===== config.mk =====
export PLATFORM = sky130hd
export DESIGN_NAME = acc_requant
export DESIGN_NICKNAME = d
export VERILOG_FILES = /design/src/rtl/acc_requant.sv
export SDC_FILE = /design/constraint.sdc
export NUM_CORES = 1
export LEC_CHECK = 0
export ABC_AREA = 1
export CORE_AREA = 2 2 195 140
export DETAILED_ROUTE_END_ITERATION = 6
export DIE_AREA = 0 0 197 142
export PLACE_DENSITY = 0.71
export REMOVE_ABC_BUFFERS = 1
export SYNTH_ARGS = -nofsm -noshare
export SYNTH_HDL_FRONTEND = slang
export SYNTH_SLANG_ARGS = --single-unit

===== constraint.sdc =====
create_clock -name clk -period 8.4 [get_ports clk]
set_clock_uncertainty 0.2 [all_clocks]
set_input_delay 1.68 -clock clk [delete_from_list [all_inputs] [get_ports clk]]
set_output_delay 1.68 -clock clk [all_outputs]
set_load 0.005 [all_outputs]

===== src/rtl/acc_requant.sv =====
// acc_requant: requantizes a stream of signed 32-bit MAC accumulators to int8
// and packs four results per 32-bit output word.
//
// Each accepted element is biased, rounded (round half up) by a right shift,
// saturated to [-128,127] and written into the next byte lane of a pack
// register. A word is emitted when lane 3 is written or when acc_last is
// accepted (partial flush, low lanes only, unfilled bytes zero).
//
// Ports:
//   clk, rst          single clock, synchronous active-high reset
//   shift, bias       quasi-static requant controls
//   acc_valid/ready   accumulator input handshake; acc_data, acc_last payload
//   out_valid/ready   packed word output handshake
//   out_data          lane i in bits [8i+7:8i]
//   out_keep          per-byte valid mask
//   out_last          word holds the acc_last element
//   sat_count         number of saturated elements, sticky at all-ones
//
// Optional feature macro: ACC_REQUANT_RELU_EN -- when defined, negative
// results are forced to zero after saturation (not counted as saturation).

module acc_requant #(
  parameter int LANES     = 4,
  parameter int SAT_CNT_W = 16
) (
  input  logic                  clk,
  input  logic                  rst,
  input  logic [4:0]            shift,
  input  logic signed [31:0]    bias,
  input  logic                  acc_valid,
  output logic                  acc_ready,
  input  logic signed [31:0]    acc_data,
  input  logic                  acc_last,
  output logic                  out_valid,
  input  logic                  out_ready,
  output logic [8*LANES-1:0]    out_data,
  output logic [LANES-1:0]      out_keep,
  output logic                  out_last,
  output logic [SAT_CNT_W-1:0]  sat_count
);

  localparam int LANE_W = $clog2(LANES);

  // Round half up: add 2^(sh-1) before the arithmetic shift. 34 bits holds
  // the 33-bit sum plus the rounding constant without wrapping.
  function automatic logic signed [33:0] round_shift(input logic signed [32:0] sum,
                                                      input logic [4:0]         sh);
    logic signed [33:0] ext;
    logic signed [33:0] half;
    ext  = {sum[32], sum};
    half = (sh == 5'd0) ? 34'sd0 : (34'sd1 <<< (sh - 5'd1));
    return (ext + half) >>> sh;
  endfunction

  function automatic logic signed [7:0] sat8(input logic signed [33:0] v);
    if (v > 34'sd127)       return 8'h7F;
    else if (v < -34'sd128) return 8'h80;
    else                    return v[7:0];
  endfunction

  function automatic logic is_sat(input logic signed [33:0] v);
    return (v > 34'sd127) || (v < -34'sd128);
  endfunction

  logic [LANE_W-1:0]     r_lane;
  logic [8*LANES-1:0]    r_pack;
  logic                  r_out_valid;
  logic [8*LANES-1:0]    r_out_data;
  logic [LANES-1:0]      r_out_keep;
  logic                  r_out_last;
  logic [SAT_CNT_W-1:0]  r_sat_count;

  logic                  w_accept;
  logic                  w_complete;
  logic signed [32:0]    w_sum;
  logic signed [33:0]    w_shifted;
  logic signed [7:0]     w_sat8;
  logic                  w_sat;
  logic signed [7:0]     w_res;
  logic [8*LANES-1:0]    w_word;
  logic [LANES-1:0]      w_keep;

  // A new element may enter whenever the output register is free or draining
  // this cycle, so a completion can reload it back-to-back.
  assign acc_ready  = !r_out_valid || out_ready;
  assign w_accept   = acc_valid && acc_ready;
  assign w_complete = w_accept && ((r_lane == LANE_W'(LANES - 1)) || acc_last);

  // ---- stage 0: bias, round, saturate (combinational on the accepted element)
  assign w_sum     = {acc_data[31], acc_data} + {bias[31], bias};
  assign w_shifted = round_shift(w_sum, shift);
  assign w_sat8    = sat8(w_shifted);
  assign w_sat     = is_sat(w_shifted);

`ifdef ACC_REQUANT_RELU_EN
  assign w_res = w_sat8[7] ? 8'sh00 : w_sat8;
`else
  assign w_res = w_sat8;
`endif

  // Merge the new byte into the pack image; keep covers lanes 0..r_lane.
  always_comb begin
    w_word = r_pack;
    w_keep = '0;
    for (int i = 0; i < LANES; i++) begin
      if (LANE_W'(i) == r_lane) w_word[8*i +: 8] = w_res;
      if (LANE_W'(i) <= r_lane) w_keep[i] = 1'b1;
    end
  end

  // ---- stage 1: pack register, lane counter, output register
  always_ff @(posedge clk) begin
    if (rst) begin
      r_lane      <= '0;
      r_pack      <= '0;
      r_out_valid <= 1'b0;
      r_out_data  <= '0;
      r_out_keep  <= '0;
      r_out_last  <= 1'b0;
      r_sat_count <= '0;
    end else begin
      if (w_accept) begin
        if (w_complete) begin
          // Pack register returns to zero so unfilled bytes of the next
          // partial word read as 0x00.
          r_pack     <= '0;
          r_lane     <= '0;
          r_out_data <= w_word;
          r_out_keep <= w_keep;
          r_out_last <= acc_last;
        end else begin
          r_pack <= w_word;
          r_lane <= r_lane + LANE_W'(1);
        end
        if (w_sat && (r_sat_count != '1))
          r_sat_count <= r_sat_count + SAT_CNT_W'(1);
      end

      if (w_complete)
        r_out_valid <= 1'b1;
      else if (out_ready)
        r_out_valid <= 1'b0;
    end
  end

  assign out_valid = r_out_valid;
  assign out_data  = r_out_data;
  assign out_keep  = r_out_keep;
  assign out_last  = r_out_last;
  assign sat_count = r_sat_count;

endmodule


==> results of run 1 <==
## per-stage QoR
step                      setup slack (ns)  utilization
final                                0.693        0.463
after global routing                 0.153        0.463
after CTS                            0.874        0.463
after detailed placement             0.544        0.450
after global placement               0.596        0.450
after floorplan                       1.78            -
## routing by layer
| metal | GRT usage | wire [um] |
|---|---|---|
| met5 | 0 | 0 |
| met2 | 0.344 | 13200 |
| met4 | 0.0297 | 240 |
| met1 | 0.376 | 17000 |
| met3 | 0.0585 | 3150 |
## critical path, delay by kind of cell
| family | cells | cell delay (ns) |
|---|---|---|
| adders and majority gates | 2 | 1.02 |
| AOI/OAI and AO/OA | 2 | 0.23 |
| and+or+nand+nor | 27 | 3.15 |
| buffers and inverters | 7 | 1.54 |
## cell type report
| class | instances | area (sq um) | share of cell area |
|---|---|---|---|
| repair buffers | 146 | 1410 | 0.117 |
| multi-input cells | 1346 | 7040 | 0.581 |
| flip-flops and latches | 88 | 1760 | 0.145 |
| clock buffers | 11 | 243 | 0.0200 |
| well taps | 338 | 423 | 0.0349 |
| clock inverters | 5 | 87.6 | 0.00723 |
| inverters | 304 | 1150 | 0.0946 |
## logic make-up after synthesis
family,after synthesis
other,2
muxes,1
AOI/OAI and AO/OA,182
DFF,88
and+or+nand+nor,1066
adders and majority gates,72
xor gates and xnor gates,23
buffers and inverters,379
## power by group through the flow
stage,Clock (mW),Combinational (mW),Sequential (mW)
after floorplan,0,0.535,0.454
after global placement,0,0.791,0.455
after detailed placement,0,0.795,0.455
after CTS,0.449,0.800,0.446
after global routing,0.466,0.918,0.448
final,0.441,0.812,0.446
## sequential cells by signal, summed over array words and instances (netlist names)
signal and count:
sat_count 16, r_lane 2, r_pack 32, out_valid 1, out_data 32, out_last 1
out_keep 4
## Yosys cell counts (7+ instances only)
master    instances  area [sq um]
a21oi_1         106           531
inv_1           296          1110
clkbuf_1         44           165
o21ai_0          52           260
nand3_2          19           190
fa_1             34           681
or2_2            28           175
nor2_1           98           368
nand2_1         584          2190
nor2_2            7          43.8
nor3_1           13          65.1
nand4_1           8          50.1
xor2_1           15           131
ha_1             38           475
nand3_1         280          1400
dfxtp_1          88          1760
xnor2_1           8          70.1
buf_2            12          60.1
nand2_2          15          93.8
buf_1            11          41.3
## worst paths after layout
kind                                endpoint  slack (ns)  cells past startpoint
worst max-delay path            out_data[20]        0.69                     38
worst min-delay path                out_last        0.26                      2
worst max register to register  out_data[15]        5.50                      6
worst min register to register      out_last        0.26                      2
==> out/metrics.cfg, run 1 <==
[power_and_ir_drop]
power_mw = 1.70
vdd_drop_max_uv = 115
switching_power_uw = 711
power_frac_comb = 0.478
p_int_uw = 989
swShare = 0.418
power_density_nw_per_um2 = 140
power.share.clock = 0.260
power_frac_seq = 0.262
power_leakage_nw = 6.11

[floorplanning]
start_util = 0.394
die_w_um = 197
die_h_um = 142
die-area_sq_um = 28000
core_area_sq_um = 26200
ios = 129
rows = 50

[outcome]
status = completed

[layout]
drive_gt1_frac = 0.0600
fin_area_sq_um = 12100
mostFrequentLayoutCells = 583 x nand2_1, 296 x inv_1, 280 x nand3_1
nFillCells = 2804
final_cells = 2238
layout_commonest_cell = nand2_1
num_antenna_cells = 0
nNetsFinal = 2041
area_delta_synth_final_pct = 17.6

[yosys]
ys.flop_type = dfxtp_1
synth_top_family_by_area = simple AND/OR/NAND/NOR gates
yosysUniqueCellTypes = 45
synth-edff-count = 0
synth_mux_area_frac = 0.000972
synthArstFlopShare = 0
synth_area_per_cell_sq_um = 5.68
ys_warn_count = 0
synth-compound-area-share = 0.0934
syn_inst = 1813
synth.cell_area_sq_um = 10300
synth_xor_area_frac = 0.0196
yosysSeqAreaShare = 0.171
synthSimpleGateAreaFrac = 0.456
synth-seq-cells = 88
synthAdderAreaFrac = 0.112

[grt]
grt-ovfl-total = 0
grt_max_degree = 67
grt_pass1_vias = 10602
antenna_found_initial = 0
grt_pass1_wl_mm = 54.7
grt_usage = 0.243

[worst_setup_path]
cp_max_fo = 28
cp.arrival_ns = 7.68
critPathKind = input port to register
critPathSlowestCell = clkdlybuf4s50_1
worst_r2r_startpoint = r_lane[1]
crit_path_end_kind = register
cp-startpoint = shift[1]
critPathLaunchType = input port
cp.required_ns = 8.37
crit_top_cell = nand2_1
max_stage_delay_ns = 0.59

[clock_tree]
htree_levels = 3
post_cts_resized = 0
cts_max_path_buffers = 2
cts.root.buffer_cell = clkbuf_16
post_cts_buffers = 0
clkSinkCount = 88
cts_hold_buf = 0
cts_tree = done
clk_pin_slew_worst_paths_ns = 0.07
numCtsBuffers = 9
clk_latency_ns = 0.33

[sta]
worst_pin_slew_ns = 1.12
period_share = 0.917
final_max_slew_viol_count = 0
finalSetupViolCount = 0
hold_viol_final = 0
setup_tns_ns = 0
slew_headroom = 0.255
fin_crit_ns = 7.71
timing.hold.ws_ns = 0.259
grt_setup_unrepaired = false
fmax_ghz = 0.130

[min_path]
hp-class = register to register
hold_start = out_last

[placement]
postPlaceCellArea_sq_um = 11800
hpwl_mm = 26.9
gp_congestion = 0.986
portBuffers = 128
placedCellCount = 2222

[drt]
drt-pass1-iter-count = 6
vias = 11499
drt_iter0_drc = 1092
vias_per_cell = 5.14
routed_wl_mm = 33.6
ant_nets = 0
avgRoutedWirePerCell_um = 15.0
drc = 0

[run]
drv_cap = 0

Power figures use the tool's default switching activity.
==> run 2, diff against run 1 <==
==> constraint.sdc (replaced) <==
create_clock -name clk -period 9.4 [get_ports clk]
set_clock_uncertainty 0.2 [all_clocks]
set_input_delay 1.88 -clock clk [delete_from_list [all_inputs] [get_ports clk]]
set_output_delay 1.88 -clock clk [all_outputs]
set_load 0.005 [all_outputs]
==> out/metrics.cfg, run 2 (same netlist as run 1, synthesis figures left out) <==
[drt]
drt-pass1-iter-count = 6
routed_wl_mm = 33.2
drc = 0
ant_nets = 0
avgRoutedWirePerCell_um = 14.9
vias_per_cell = 5.10
drt_iter0_drc = 953
vias = 11394

[power_and_ir_drop]
swShare = 0.433
switching_power_uw = 631
power_frac_seq = 0.274
p_int_uw = 827
vdd_drop_max_uv = 110
power.share.clock = 0.234
power_frac_comb = 0.492
power_leakage_nw = 6.07
power_density_nw_per_um2 = 121

[worst_setup_path]
critPathLaunchType = input port
path_delay_family = simple AND/OR/NAND/NOR gates
critPathKind = input port to register
cp.required_ns = 9.40
worst_r2r_startpoint = r_lane[1]
crit_top_cell = nand2_1
worst-path-stages = 37
cp_max_fo = 28
crit_buf_inv = 7
r2r-end = out_data[23]
reg2regPathDepth = 6
max_stage_delay_ns = 0.82
r2r_setup_slack_ns = 6.51
crit_path_end_kind = register
critPathSlowestCell = clkdlybuf4s50_1
cp.arrival_ns = 8.26

[clock_tree]
numCtsBuffers = 9
clk_pin_slew_worst_paths_ns = 0.07
cts_tree = done
cts_max_path_buffers = 2
clk_latency_ns = 0.33
cts_hold_buf = 0
htree_levels = 3
post_cts_resized = 0
post_cts_buffers = 0
clkSinkCount = 88
cts.root.buffer_cell = clkbuf_16

[grt]
grt_use_met1 = 0.385
grt_pass1_wl_mm = 54.2
grt-ovfl-total = 0
antenna_found_initial = 1
grt-busiest-layer = met1
met2_usage = 0.335
grt_pass1_vias = 10474
grt_max_degree = 67
grtUsageMet3 = 0.0483
grt_usage = 0.241

[sta]
final_max_slew_viol_count = 0
fmax_ghz = 0.121
finalSetupViolCount = 0
hold_viol_final = 0
period_share = 0.879
worst_pin_slew_ns = 1.13
setup_tns_ns = 0
grt_setup_unrepaired = false
timing.hold.ws_ns = 0.258
fin_crit_ns = 8.26
setup_ws_ns = 1.14
slew_headroom = 0.243

[placement]
portBuffers = 128
hpwl_mm = 26.6
gp_congestion = 0.957
place_ws_ns = 0.909
postPlaceCellArea_sq_um = 11700

[run]
drv_cap = 0

[layout]
num_antenna_cells = 0
nNetsFinal = 2037
mostFrequentLayoutCells = 583 x nand2_1, 296 x inv_1, 280 x nand3_1
fin_area_sq_um = 12000
utilization = 0.460
area_delta_synth_final_pct = 16.9
nFillCells = 2804
drive_gt1_frac = 0.0580
layout_commonest_cell = nand2_1

[floorplanning]
core_area_sq_um = 26200
die_w_um = 197
start_util = 0.394
die-area_sq_um = 28000
die_h_um = 142
rows = 50
ios = 129

[min_path]
worstHoldEndpoint = out_last
hold_depth = 2
hold_start = out_last
hp-class = register to register

[outcome]
status = completed

==> run 2: changes by cell type in the layout (fill, tap and decap cells not counted) <==
cell	previous run	this run
inv_6	1	2
inv_8	1	0
bufinv_16	2	0
clkinv_2	0	1
buf_4	18	14
clkinv_4	0	1
==> run 2: cell type report <==
class	count	area, sq um	area share
Timing Repair Buffer	142	1380	0.115
Clock buffer	11	243	0.0202
Inverter	304	1150	0.0953
Clock inverter	5	38.8	0.00322
Sequential cell	88	1760	0.146
Multi-Input combinational cell	1346	7040	0.585
Tap cell	338	423	0.0352
==> run 2: through the flow <==
stage	power [mW]	std cells
3_3_place_gp	1.11	2218
4_1_cts	1.46	2234
2_1_floorplan	0.884	1738
6_report	1.46	2234
5_1_grt	1.58	2234
3_5_place_dp	1.11	2218
==> run 2: worst register-to-register path, delay by kind of cell, from the launching register on <==
family	cells	cell delay, ns
AOI/OAI and AO/OA	1	0.23
adders and majority gates	1	0.61
buffers and inverters	2	0.36
DFF	1	0.37
and+or+nand+nor	2	1.02
==> run 2: power groups by stage <==
stage	registers [mW]	clock network (mW)	logic, mW
2_1_floorplan	0.406	0	0.478
3_3_place_gp	0.407	0	0.704
3_5_place_dp	0.407	0	0.708
4_1_cts	0.399	0.346	0.712
5_1_grt	0.401	0.364	0.816
6_report	0.399	0.342	0.718
==> run 2: layer usage <==
metal	share of wire	up-vias
met5	0	-
met4	0.0064	0
met3	0.092	23
met2	0.39	375
met1	0.52	5169
li1	-	5827
==> run 2: worst max path at each step <==
stage                  start           end  slack, ns
finish              shift[0]    r_pack[16]       1.14
global route        shift[0]  out_data[30]       0.53
global placement    shift[0]  out_data[12]       0.97
floorplan           shift[4]  sat_count[1]       2.58
detailed placement  shift[0]  out_data[25]       0.91
CTS                 shift[0]  out_data[25]       1.25
